===== config.mk =====
export PLATFORM = sky130hd
export DESIGN_NAME = secded_codec_flat
export DESIGN_NICKNAME = d
export VERILOG_FILES = /design/src/rtl/secded_codec_if.sv /design/src/rtl/secded_codec.sv /design/src/flat_wrapper.sv
export SDC_FILE = /design/constraint.sdc
export NUM_CORES = 1
export LEC_CHECK = 0
export CAP_MARGIN = 40
export CORE_MARGIN = 2
export CORE_UTILIZATION = 46
export CTS_CLUSTER_DIAMETER = 150
export DETAILED_ROUTE_END_ITERATION = 16
export GPL_ROUTABILITY_DRIVEN = 0
export PLACE_DENSITY = 0.79
export SLEW_MARGIN = 20
export SYNTH_ARGS = -nofsm -noshare
export SYNTH_HDL_FRONTEND = slang
export SYNTH_SLANG_ARGS = --single-unit

===== constraint.sdc =====
create_clock -name clk -period 1.65 [get_ports clk]
set_clock_uncertainty 0.1 [all_clocks]
set_input_delay 0.33 -clock clk [delete_from_list [all_inputs] [get_ports clk]]
set_output_delay 0.33 -clock clk [all_outputs]
set_load 0.02 [all_outputs]

===== src/rtl/secded_codec_if.sv =====
// Handshake bundle for secded_codec: input word channel and result channel.
// CODE_W is derived here the same way as in the codec so both agree for a given DATA_W.
interface secded_codec_if #(
  parameter int unsigned DATA_W = 8
);
  function automatic int unsigned calc_r(input int unsigned dw);
    int unsigned r;
    r = 1;
    while ((32'd1 << r) < dw + r + 1) r++;
    return r;
  endfunction

  localparam int unsigned R      = calc_r(DATA_W);
  localparam int unsigned CODE_W = DATA_W + R + 1;

  logic              in_valid;
  logic              in_ready;
  logic              in_mode;
  logic [CODE_W-1:0] in_data;
  logic              out_valid;
  logic              out_ready;
  logic [CODE_W-1:0] out_data;
  logic [1:0]        out_status;

  modport master (
    output in_valid, in_mode, in_data, out_ready,
    input  in_ready, out_valid, out_data, out_status
  );

  modport slave (
    input  in_valid, in_mode, in_data, out_ready,
    output in_ready, out_valid, out_data, out_status
  );
endinterface


===== src/rtl/secded_codec.sv =====
// Hamming SECDED encoder/decoder with a 2-stage valid/ready pipeline and
// saturating corrected/uncorrectable error counters.
module secded_codec #(
  parameter int unsigned DATA_W = 8
) (
  input  logic                clk,
  input  logic                rst_n,
  secded_codec_if.slave       bus,
  input  logic                clr_cnt,
  output logic [7:0]          corr_cnt,
  output logic [7:0]          uncorr_cnt
);
  function automatic int unsigned calc_r(input int unsigned dw);
    int unsigned r;
    r = 1;
    while ((32'd1 << r) < dw + r + 1) r++;
    return r;
  endfunction

  localparam int unsigned R      = calc_r(DATA_W);
  localparam int unsigned CODE_W = DATA_W + R + 1;

  localparam logic [1:0] ST_OK     = 2'b00;
  localparam logic [1:0] ST_CORR   = 2'b01;
  localparam logic [1:0] ST_UNCORR = 2'b10;

  // Per parity group k: XOR of every bit whose 1-indexed position has bit k set.
  function automatic logic [R-1:0] syndrome(input logic [CODE_W-1:0] w);
    logic [CODE_W-1:0] ww;
    logic [R-1:0]      s;
    ww = w;
    s  = '0;
    for (int unsigned pos = 1; pos < CODE_W; pos++) begin
      for (int unsigned k = 0; k < R; k++) begin
        if (((pos >> k) & 32'd1) != 0) s = s ^ (R'(ww[0]) << k);
      end
      ww = ww >> 1;
    end
    return s;
  endfunction

  function automatic logic [CODE_W-1:0] encode(input logic [DATA_W-1:0] d);
    logic [CODE_W-1:0] cw;
    logic [DATA_W-1:0] dd;
    logic [R-1:0]      s;
    cw = '0;
    dd = d;
    for (int unsigned pos = 1; pos < CODE_W; pos++) begin
      if ((pos & (pos - 1)) != 0) begin
        cw = cw | (CODE_W'(dd[0]) << (pos - 1));
        dd = dd >> 1;
      end
    end
    // Parity slots are still zero, so the syndrome equals the required parity bits.
    s = syndrome(cw);
    for (int unsigned k = 0; k < R; k++) begin
      cw = cw | (CODE_W'(s[0]) << ((32'd1 << k) - 1));
      s  = s >> 1;
    end
    cw[CODE_W-1] = ^cw[CODE_W-2:0];
    return cw;
  endfunction

  function automatic logic [DATA_W-1:0] extract(input logic [CODE_W-1:0] w);
    logic [CODE_W-1:0] ww;
    logic [DATA_W-1:0] d;
    int unsigned       j;
    ww = w;
    d  = '0;
    j  = 0;
    for (int unsigned pos = 1; pos < CODE_W; pos++) begin
      if ((pos & (pos - 1)) != 0) begin
        d = d | (DATA_W'(ww[0]) << j);
        j++;
      end
      ww = ww >> 1;
    end
    return d;
  endfunction

  logic              s1_valid_q, s1_valid_d;
  logic              s1_mode_q, s1_mode_d;
  logic [CODE_W-1:0] s1_word_q, s1_word_d;
  logic [R-1:0]      s1_syn_q, s1_syn_d;
  logic              s1_par_q, s1_par_d;
  logic              out_valid_q, out_valid_d;
  logic [CODE_W-1:0] out_data_q, out_data_d;
  logic [1:0]        out_status_q, out_status_d;
  logic [7:0]        corr_q, corr_d;
  logic [7:0]        uncorr_q, uncorr_d;

  logic              s2_adv_c;
  logic              s1_adv_c;
  logic              out_hs_c;
  logic [CODE_W-1:0] fixed_c;
  logic [1:0]        dec_st_c;

  assign s2_adv_c = !out_valid_q || bus.out_ready;
  assign s1_adv_c = !s1_valid_q || s2_adv_c;
  assign out_hs_c = out_valid_q && bus.out_ready;

  assign bus.in_ready   = s1_adv_c;
  assign bus.out_valid  = out_valid_q;
  assign bus.out_data   = out_data_q;
  assign bus.out_status = out_status_q;
  assign corr_cnt       = corr_q;
  assign uncorr_cnt     = uncorr_q;

  // Decode classification and single-bit correction from the stage-1 syndrome.
  always_comb begin
    fixed_c  = s1_word_q;
    dec_st_c = ST_OK;
    if (s1_par_q) begin
      if (s1_syn_q == '0) begin
        dec_st_c = ST_CORR;
      end else if (32'(s1_syn_q) <= CODE_W - 1) begin
        fixed_c  = s1_word_q ^ (CODE_W'(1) << (s1_syn_q - R'(1)));
        dec_st_c = ST_CORR;
      end else begin
        dec_st_c = ST_UNCORR;
      end
    end else if (s1_syn_q != '0) begin
      dec_st_c = ST_UNCORR;
    end
  end

  always_comb begin
    s1_valid_d   = s1_valid_q;
    s1_mode_d    = s1_mode_q;
    s1_word_d    = s1_word_q;
    s1_syn_d     = s1_syn_q;
    s1_par_d     = s1_par_q;
    out_valid_d  = out_valid_q;
    out_data_d   = out_data_q;
    out_status_d = out_status_q;
    corr_d       = corr_q;
    uncorr_d     = uncorr_q;

    if (s1_adv_c) begin
      s1_valid_d = bus.in_valid;
      if (bus.in_valid) begin
        s1_mode_d = bus.in_mode;
        s1_word_d = bus.in_data;
        s1_syn_d  = syndrome(bus.in_data);
        s1_par_d  = ^bus.in_data;
      end
    end

    if (s2_adv_c) begin
      out_valid_d = s1_valid_q;
      if (s1_valid_q) begin
        out_data_d   = s1_mode_q ? CODE_W'(extract(fixed_c)) : encode(s1_word_q[DATA_W-1:0]);
        out_status_d = s1_mode_q ? dec_st_c : ST_OK;
      end
    end

    // Clear takes priority over a same-cycle increment.
    if (clr_cnt) begin
      corr_d   = '0;
      uncorr_d = '0;
    end else if (out_hs_c) begin
      if (out_status_q == ST_CORR && corr_q != 8'hFF) corr_d = corr_q + 8'd1;
      if (out_status_q == ST_UNCORR && uncorr_q != 8'hFF) uncorr_d = uncorr_q + 8'd1;
    end
  end

  always_ff @(posedge clk) begin
    if (!rst_n) begin
      s1_valid_q   <= 1'b0;
      s1_mode_q    <= 1'b0;
      s1_word_q    <= '0;
      s1_syn_q     <= '0;
      s1_par_q     <= 1'b0;
      out_valid_q  <= 1'b0;
      out_data_q   <= '0;
      out_status_q <= ST_OK;
      corr_q       <= '0;
      uncorr_q     <= '0;
    end else begin
      s1_valid_q   <= s1_valid_d;
      s1_mode_q    <= s1_mode_d;
      s1_word_q    <= s1_word_d;
      s1_syn_q     <= s1_syn_d;
      s1_par_q     <= s1_par_d;
      out_valid_q  <= out_valid_d;
      out_data_q   <= out_data_d;
      out_status_q <= out_status_d;
      corr_q       <= corr_d;
      uncorr_q     <= uncorr_d;
    end
  end
endmodule


===== src/flat_wrapper.sv =====
// flat-port wrapper written by rule: the top's interface ports become plain ports
module secded_codec_flat 
#(
  parameter int unsigned DATA_W = 8
)
  (clk, rst_n, clr_cnt, corr_cnt, uncorr_cnt, bus_in_valid, bus_in_mode, bus_in_data, bus_out_ready, bus_in_ready, bus_out_valid, bus_out_data, bus_out_status);
  secded_codec_if #(.DATA_W(DATA_W)) bus_i ();
  input  logic clk;
  input  logic rst_n;
  input  logic clr_cnt;
  output logic [7:0] corr_cnt;
  output logic [7:0] uncorr_cnt;
  input wire logic [$bits(bus_i.in_valid)-1:0] bus_in_valid;
  input wire logic [$bits(bus_i.in_mode)-1:0] bus_in_mode;
  input wire logic [$bits(bus_i.in_data)-1:0] bus_in_data;
  input wire logic [$bits(bus_i.out_ready)-1:0] bus_out_ready;
  output wire logic [$bits(bus_i.in_ready)-1:0] bus_in_ready;
  output wire logic [$bits(bus_i.out_valid)-1:0] bus_out_valid;
  output wire logic [$bits(bus_i.out_data)-1:0] bus_out_data;
  output wire logic [$bits(bus_i.out_status)-1:0] bus_out_status;
  assign bus_i.in_valid = bus_in_valid;
  assign bus_i.in_mode = bus_in_mode;
  assign bus_i.in_data = bus_in_data;
  assign bus_i.out_ready = bus_out_ready;
  assign bus_in_ready = bus_i.in_ready;
  assign bus_out_valid = bus_i.out_valid;
  assign bus_out_data = bus_i.out_data;
  assign bus_out_status = bus_i.out_status;
  secded_codec #(.DATA_W(DATA_W)) u_core (.clk(clk), .rst_n(rst_n), .bus(bus_i), .clr_cnt(clr_cnt), .corr_cnt(corr_cnt), .uncorr_cnt(uncorr_cnt));
endmodule

Word level (Yosys, flattened, before mapping). Cells that the tools add are included.

Input port bits: 19. Flip-flop bits (word level): 51. Output and inout port bits: 33.

Bitwise operators: 62. Reduce and logical (&&, ||, !) cells: 16. Magnitude comparators: 1. Muxes and demuxes: 153. $add $sub $neg: 9. Equal/unequal tests: 4. Shifts and indexed selects: 8.

Operators with widths (number): $mux 32 (14); $mux 4 (88); $mux 12 (19); $shl 1x32->8 (7); $add 32x1->32 const B (6); $mux 8 (14); $or 8x8->8 (7); $xor 4x2->4 (12); $xor 4x1->4 (10); $xor 4x3->4 (10); $xor 4x4->4 (10); $add 8x1->8 const B (2); $ne 8x8->1 const B (2); $mux 2 (7); $mux 7 (2); $mux 13 (1); $reduce_xor 13->1 (1); $mux 6 (2); $or 12x1->12 (1); $or 12x10->12 (1); $or 12x11->12 (1); $or 12x12->12 (1); $or 12x2->12 (1); $or 12x4->12 (1); other kinds (23) (33).

Longest topological paths before layout. Gate-level depths: netlist of the first run.

Depth after elaboration: 95. Gate-level depth with buffers: 8. Depth with buffers taken out: 7.

Least setup slack after synthesis of the first run. OpenSTA, ideal clock, no wires.

Path kind: reg-to-reg. Start: reg u_core.s1_syn_q[0]. End: reg u_core.out_data_q[5] (netlist: u_core.bus.out_data[5]). Cell stages (with the launch flop): 9. Data required time: 1.480 ns. Path buffers: 1. Data arrival time: 1.656 ns. Slack: -0.176 ns. Clock period less this slack: 1.826 ns. Cell sequence: dfxtp_1 > buf_4 > nor2_1 > ha_1 > and4bb_2 > nand3b_1 > xor2_1 > a21o_1 > a21oi_1.

Longest elaborated chain between the ends: 27. Elaborated cells between the ends (all ways): 35. Those cells by class: 1 x add/sub; 1 x order compare; 8 x shift; 16 x mux; 8 x bitwise; 1 x reduce/logical.

Ends and longest elaborated chain: from (decl) (RTL line secded_codec.sv:84) `logic [R-1:0] s1_syn_q, s1_syn_d;`; from (signal assigned) (RTL line secded_codec.sv:183) `s1_syn_q <= s1_syn_d;`; $sub 4x1->4 (RTL line secded_codec.sv:117) `fixed_c = s1_word_q ^ (CODE_W'(1) << (s1_syn_q - R'(1)));`; $shl 1x4->12 (RTL line secded_codec.sv:117); $xor 12x12->12 (RTL line secded_codec.sv:117); $mux 12 (RTL line secded_codec.sv:116) `end else if (32'(s1_syn_q) <= CODE_W - 1) begin`; $mux 12 * (RTL line secded_codec.sv:114) `if (s1_syn_q == '0) begin`; $mux 12 * (RTL line secded_codec.sv:113) `if (s1_par_q) begin`; $shl 1x32->8 (RTL line secded_codec.sv:73) `d = d | (DATA_W'(ww[0]) << j);`; $or 8x8->8 (RTL line secded_codec.sv:73); [11 not listed]; $or 8x8->8 (RTL line secded_codec.sv:73); $mux 8 (RTL line secded_codec.sv:151) `if (s1_valid_q) begin`; $mux 8 (RTL line secded_codec.sv:149) `if (s2_adv_c) begin`; $or 8x8->8 (RTL line secded_codec.sv:73); $mux 8 (RTL line secded_codec.sv:151); $mux 8 (RTL line secded_codec.sv:149); $or 8x8->8 * (RTL line secded_codec.sv:73); $mux 13 * (RTL line secded_codec.sv:152) `out_data_d = s1_mode_q ? CODE_W'(extract(fixed_c)) : encode(s1_word_q[DATA_W-1:0]);`; to (signal assigned) (RTL line secded_codec.sv:186) `out_data_q <= out_data_d;`; to (decl) (RTL line secded_codec.sv:87) `logic [CODE_W-1:0] out_data_q, out_data_d;`.

Mark *: on every way between the ends. The rest lies on a longest branch, timed or not. The select of a mux whose other input is x is not followed. A chain may end at the register's enable or synchronous reset.

Worst setup path after layout of the first run.
Start: reg u_core.s1_syn_q[1]. End: reg u_core.out_data_q[5] (netlist: u_core.bus.out_data[5]).

The elaborated chain is that of the path after synthesis.

==> results of run 1 <==
registers in the layout (all words and copies together) (netlist names):
name / count
u_core.corr_cnt: 8
u_core.s1_word_q: 12
u_core.bus.out_data: 13
u_core.uncorr_cnt: 8
u_core.s1_par_q: 1
u_core.bus.out_valid: 1
u_core.bus.out_status: 2
u_core.s1_mode_q: 1
u_core.s1_syn_q: 4
u_core.s1_valid_q: 1
repair_timing:
action	4_1_cts	5_1_grt
pin swaps	7	16
resized for setup	39	24
buffers inserted	2	2
endpoints found under the setup margin	39	18
power by group:
part / total, W / switching, W / internal [W]
Clock: 0.000683 / 0.000384 / 0.000298
Combinational: 0.000683 / 0.000326 / 0.000358
Sequential: 0.00135 / 0.0000597 / 0.00129
Total: 0.00271 / 0.000770 / 0.00194
area by class of cell:
class | count | area (um2) | area share [%]
Multi-Input combinational cell | 238 | 1560 | 42.6
Sequential cell | 51 | 1030 | 28.0
Inverter | 5 | 18.8 | 0.512
Clock inverter | 1 | 5.00 | 0.137
Clock buffer | 7 | 76.3 | 2.08
Tap cell | 72 | 90.1 | 2.46
Timing Repair Buffer | 98 | 886 | 24.2
metal layers:
metal  track usage, %  vias to the layer above
li1                 -                     1225
met1             23.8                     1142
met2             39.7                       53
met3             3.75                       11
met4             7.02                        0
met5                0                        -
layout by cell type (no fill, tap or decap), types with 4 or more instances in the layout:
cell type        synthesis  layout
nand2_1                 50      49
dfxtp_1                 51      46
buf_4                    3      43
a21oi_1                 33      33
dlygate4sd2_1            0      32
xnor2_1                 32      29
nor2_1                  26      24
xor2_1                  19      16
clkdlybuf4s50_1          0      11
nand3_1                 10       9
o21ai_0                 11       9
dlymetal6s2s_1           0       7
nor3_1                   6       6
inv_1                    5       5
a21o_1                   5       5
clkbuf_8                 0       5
dfxtp_2                  0       5
xnor2_2                  1       4
nand4_1                  4       4
buf_12                   0       4
path summary, 6_finish.rpt:
check | endpoint | start | cells after the start | slack, ps
setup / recovery | u_core.bus.out_data[5]$_SDFFE_PN0P_ | u_core.s1_syn_q[1]$_SDFFE_PN0P_ | 7 | -80
hold / removal | u_core.bus.out_data[7]$_SDFFE_PN0P_ | u_core.bus.out_data[7]$_SDFFE_PN0P_ | 2 | 360
setup reg to reg | u_core.bus.out_data[5]$_SDFFE_PN0P_ | u_core.s1_syn_q[1]$_SDFFE_PN0P_ | 7 | -80
hold reg to reg | u_core.bus.out_data[7]$_SDFFE_PN0P_ | u_core.bus.out_data[7]$_SDFFE_PN0P_ | 2 | 360
synth_stat cells, drive strengths merged, types with 2 or more instances:
master,count
dfxtp,51
nand2,50
a21oi,34
xnor2,33
nor2,26
xor2,19
o21ai,12
clkbuf,10
nand3,10
nor3,6
a21o,5
inv,5
buf,4
nand4,4
nor3b,4
ha,3
mux2i,3
nand2b,3
nand3b,3
o211ai,3
or3,3
and3,2
and4b,2
o2111a,2
worst register-to-register path, cell delays in order, from the launching register on:
cell and delay [ps]:
dfxtp_2 340, nor2_4 130, ha_4 220, and4bb_2 330, nand3b_1 100, xor2_1 160
a21o_1 190, a21oi_1 110
metrics by stage:
stage / TNS [ps] / cell area (um2) / hold slack (ps) / power, W
floorplan: -244 / 2590 / 348 / 0.00176
global placement: -5880 / 3500 / 347 / 0.00200
detailed placement: -7860 / 3500 / 355 / 0.00203
CTS: -349 / 3570 / 365 / 0.00271
global route: -935 / 3660 / 375 / 0.00286
finish: -264 / 3660 / 357 / 0.00271
cells by family (layout without fill, tap and decap cells):
kind of cell	after synthesis	count (layout)	share of synthesized area, %
buffers and inverters	19	111	3.22
muxes	4	4	1.61
xor gates and xnor gates	52	52	18.0
AOI/OAI and AO/OA	62	62	14.6
and+or+nand+nor	117	117	21.3
adders and majority gates	3	3	1.46
DFF	51	51	39.8
==> results_dict.tcl, run 1 <==
set metrics [dict create \
    ant_nets 0 \
    yosys-top-cells-area "dfxtp_1 40%, xnor2_1 11%, nand2_1 7.3%" \
    relSlewSlack_pct 55.7 \
    synthArstFlopShare_pct 0 \
    synth_top_area_share_pct 39.8 \
    arrival_ps 1870 \
    clockBufferDepth 2 \
    drt_iter0_drc 57 \
    grt_pass1_wl_um 10500 \
    clk_latency_ps 300 \
    cp.required_ps 1790 \
    cp_slowest_cell "dfxtp_2" \
    slew_violations 0 \
    die_area_um2 6200 \
    met2_wirelength_um 3350 \
    end_kind "flop" \
    violations "negative setup slack" \
    p_leak_nw 1.58 \
    core-area_um2 5440 \
    tightest_slew_ps 664 \
    ys_seq_elements 51 \
    grt.overflow.total 0 \
    period_needed_ps 1730 \
    maxCapViolations 0 \
    rsz0062_at_grt "yes" \
    drc 0 \
    hold_violations 0 \
    startpoint_type "flop" \
    powerDensity_nw_per_um2 740 \
    dr.pass1.iters 4 \
    dp_hpwl_um 4690 \
    synthCells 308 \
    antenna_found_initial 0 \
    die_w_um 78.7 \
    dp_cells 460 \
    critPathKind "reg2reg" \
    cts_num_sinks 51 \
    die_h_um 78.7 \
    initial_core_util_pct 47.2 \
    clk_pin_slew_ps 90 \
    num_rows 27 \
    track_usage_pct 21.1 \
    fillers 486 \
    layout_worst_path_cycle_share_pct 105 \
    synth.avg_cell_area_um2 8.34 \
    critical_path.max_stage_delay_ps 340 \
    peakVddDrop_v 0.000562 \
    synth_enable_flop_cells 0 \
    synthToLayoutAreaGrowth_pct 42.7 \
    wl_um 6340 \
    synth_area_um2 2570 \
    yosys.area.top_type "dfxtp_1" \
    layout-drive-gt1-share_pct 20.0 \
    synth_ff_type "dfxtp_1" \
    hold_path.class "reg2reg" \
    yosysSeqAreaShare_pct 39.8 \
    critical-path-top-delay-family "simple AND/OR/NAND/NOR gates" \
    io-pin-count 52 \
    fmax_mhz 577 \
    dp_slack_ps -368 \
    grt_pass1_vias 2406 \
    routed.top_layer "met4" \
    cts_tree "built" \
    syn-num-nets 330 \
    finalNonFillerCells 472 \
    wire_per_inst_um 13.4 \
    num_vias 2431 \
    crit_chain "nor2_4 -> ha_4 -> and4bb_2 -> nand3b_1 -> xor2_1 -> a21o_1 -> a21oi_1" \
    yosys_warnings 0 \
    drt-vias-per-instance 5.15 \
    wl_met3_um 254 \
    cts.hold.buffers_added 0 \
    utilization_pct 67.4 \
    diodes 0 \
    met1_length_um 2630 \
    grt_max_degree 21 \
    cts_made_buffers 5 \
    worst_slack_ps -82.9 \
    setup_viol 5 \
    worst-path-max-fanout 3 \
    h-tree-depth 2 \
    finalNetCount 421 \
    status "finished with violations" \
    ys_types 39 \
    critPathBufInv 0 \
    port_buffers 51 \
    clockRootBuffer "clkbuf_8" \
]
(Power assumes the default switching activity.)
==> run 2: changes to the inputs <==
Settings changed: SLEW_MARGIN 20 to 40.
==> results of run 2 <==
No change in the layout: final DEF, timing and power equal those of run 1.
==> run 3: changes to the inputs <==
Settings changed: ABC_AREA from default to 1, CORE_UTILIZATION 46 to 47.
==> run 3 against run 2 <==
  * The flow still finishes with violations (negative setup slack)
  * Sequential power barely moved
  * Maximum frequency is 3.3% higher
  * Cell count is 18% higher
  * Sequential cell count is the same
  * Clock power rose by 51%
  * Combinational power is 22% higher
  * Power increased by 19%
  * Cell area is 8.5% higher
  * Register-to-register slack gained 60 ps
  * Largest power group unchanged
==> results_dict.tcl, run 3 <==
set metrics [dict create \
    multi_input_area_um2 1700 \
    num_rows 27 \
    synthXorXnorAreaFrac_pct 12.1 \
    synth_compound_area_share_pct 15.8 \
    dp_hpwl_um 5380 \
    clk_latency_ps 310 \
    drc 0 \
    synthCells 388 \
    synth_area_um2 2760 \
    hold_violations 0 \
    hold_path.class "in2reg" \
    synth_top_family_by_area "simple AND/OR/NAND/NOR gates" \
    grt.overflow.total 0 \
    wl_um 7700 \
    grt_pass1_vias 2634 \
    yosysSeqAreaShare_pct 37.0 \
    port_buffers 51 \
    peakVddDrop_v 0.000466 \
    tightest_slew_ps 379 \
    mostFrequentLayoutCell "nand2_1" \
    finalNetCount 505 \
    dr.pass1.iters 5 \
    die_area_um2 6490 \
    wire_per_inst_um 13.8 \
    synth_enable_flop_cells 0 \
    fillers 471 \
    grt_pass1_wl_um 11100 \
    cp_slowest_cell "dfxtp_2" \
    rsz0062_at_grt "yes" \
    ys_seq_elements 51 \
    final_cell_mix "62 x nand2_1, 47 x buf_4, 39 x dfxtp_1" \
    muxShareOfSynthArea_pct 0 \
    relSlewSlack_pct 74.7 \
    yosys_warnings 0 \
    yosysMostFrequentCell "nand2_1" \
    place_area_um2 3640 \
    cp.required_ps 1790 \
    h-tree-depth 2 \
    cts_num_sinks 51 \
    powerDensity_nw_per_um2 813 \
    p_leak_nw 1.84 \
    track_usage_pct 21.8 \
    setup_viol 1 \
    drt-vias-per-instance 5.25 \
    yosys.area_share.simple_pct 25.4 \
    synth_ff_type "dfxtp_1" \
    maxCapViolations 0 \
    fin_area_um2 3980 \
    clk_pin_slew_ps 90 \
    worst-path-max-fanout 4 \
    clockRootBuffer "clkbuf_8" \
    clockBufferDepth 2 \
    period_needed_ps 1680 \
    syn-num-nets 410 \
    cts_tree "built" \
    status "finished with violations" \
    synth-adder-area-share_pct 1.36 \
    cts_made_buffers 5 \
    io-pin-count 52 \
    die_w_um 80.6 \
    worst_slack_ps -26.8 \
    total_power_w 0.00323 \
    layout-drive-gt1-share_pct 26.4 \
    grt_max_degree 19 \
    die_h_um 80.6 \
    critPathKind "reg2reg" \
    diodes 0 \
    violations "negative setup slack" \
    ant_nets 0 \
    ys_types 33 \
    yosys.area.top_type "dfxtp_1" \
    synthTopCellsByCount "74 x nand2_1, 51 x dfxtp_1, 42 x inv_1, 32 x a21oi_1, 31 x o21ai_0" \
    num_vias 2918 \
    yosys-top-cells-area "dfxtp_1 37%, nand2_1 10%, xnor2_1 6.0%" \
    startpoint_type "flop" \
    slew_violations 0 \
    critical_path.max_stage_delay_ps 340 \
    largest_reg_flops 13 \
    rrSetupSlack_ps -30 \
    critical-path-top-delay-family "simple AND/OR/NAND/NOR gates" \
    antenna_found_initial 0 \
    synth_top_area_share_pct 37.0 \
    regArea_um2 1050 \
    synthArstFlopShare_pct 0 \
    core-area_um2 5570 \
    drt_iter0_drc 174 \
    critPathBufInv 1 \
    crit_chain "nor2_4 -> buf_4 -> nor2_2 -> nand2_2 -> nand2_1 -> o21ai_0 -> nand3_1 -> a31oi_1" \
    end_kind "flop" \
    synthToLayoutAreaGrowth_pct 44.2 \
    initial_core_util_pct 49.5 \
    layout_worst_path_cycle_share_pct 102 \
    synth.avg_cell_area_um2 7.10 \
    arrival_ps 1820 \
    fmax_mhz 596 \
]
## run 3: worst reg2reg max path, cell delays in order (launching register included)
cell     delay [ps]
dfxtp_2         340
nor2_4          130
buf_4           140
nor2_2           40
nand2_2         120
nand2_1         140
o21ai_0         310
nand3_1         130
a31oi_1         160
## run 3: worst paths after layout
| kind | startpoint | end | depth (start not counted) |
|---|---|---|---|
| worst max-delay path | u_core.s1_syn_q[1]$_SDFFE_PN0P_ | u_core.bus.out_data[5]$_SDFFE_PN0P_ | 8 |
| worst max register to register | u_core.s1_syn_q[1]$_SDFFE_PN0P_ | u_core.bus.out_data[5]$_SDFFE_PN0P_ | 8 |
| worst min-delay path | bus_in_data[3] | u_core.s1_word_q[3]$_SDFFE_PN0P_ | 3 |
| worst min register to register | u_core.s1_word_q[5]$_SDFFE_PN0P_ | u_core.s1_word_q[5]$_SDFFE_PN0P_ | 2 |
## run 3: final cells by class
class	count	area share, %
clock buffers	6	1.83
inverters	47	4.50
flip-flops and latches	51	26.3
well taps	72	2.27
multi-input cells	279	42.7
repair buffers	99	20.9
clock inverters	2	1.51
## run 3: per-layer routing
metal | global-route usage [%] | routed length [um] | part of all wire, %
met1 | 25.3 | 3130 | 41
met4 | 8.47 | 148 | 1.9
met5 | 0 | 0 | 0
met3 | 3.82 | 414 | 5.4
met2 | 39.6 | 4000 | 52
## run 3: power by group
| part | switching, W | internal, W |
|---|---|---|
| combinational | 0.000473 | 0.000363 |
| sequential | 0.0000739 | 0.00129 |
| clock | 0.000423 | 0.000606 |
| total | 0.000970 | 0.00226 |
## run 3: kinds of logic after synthesis
family / Yosys count
adders and majority gates: 3
AOI/OAI and AO/OA: 80
buffers and inverters: 58
xor gates and xnor gates: 38
DFF: 51
and+or+nand+nor: 158
## run 3: through the flow
| step | TNS [ps] | hold WS, ps | util [%] | setup WS, ps | std cells |
|---|---|---|---|---|---|
| after floorplan | 0 | 339 | - | 27.9 | 388 |
| after global placement | -5750 | 363 | 65.4 | -312 | 545 |
| after detailed placement | -6720 | 369 | 65.4 | -328 | 545 |
| after CTS | 0 | 381 | 67.5 | 4.36 | 552 |
| after global routing | -693 | 396 | 71.3 | -98.5 | 556 |
| final | -26.8 | 366 | 71.3 | -26.8 | 556 |
## run 3: timing repair
action	in CTS	in global routing
resized for setup	46	60
hold buffers	0	0
pin swaps	3	8
cloned	0	0
buffers inserted	0	4
endpoints found under the setup margin	37	22
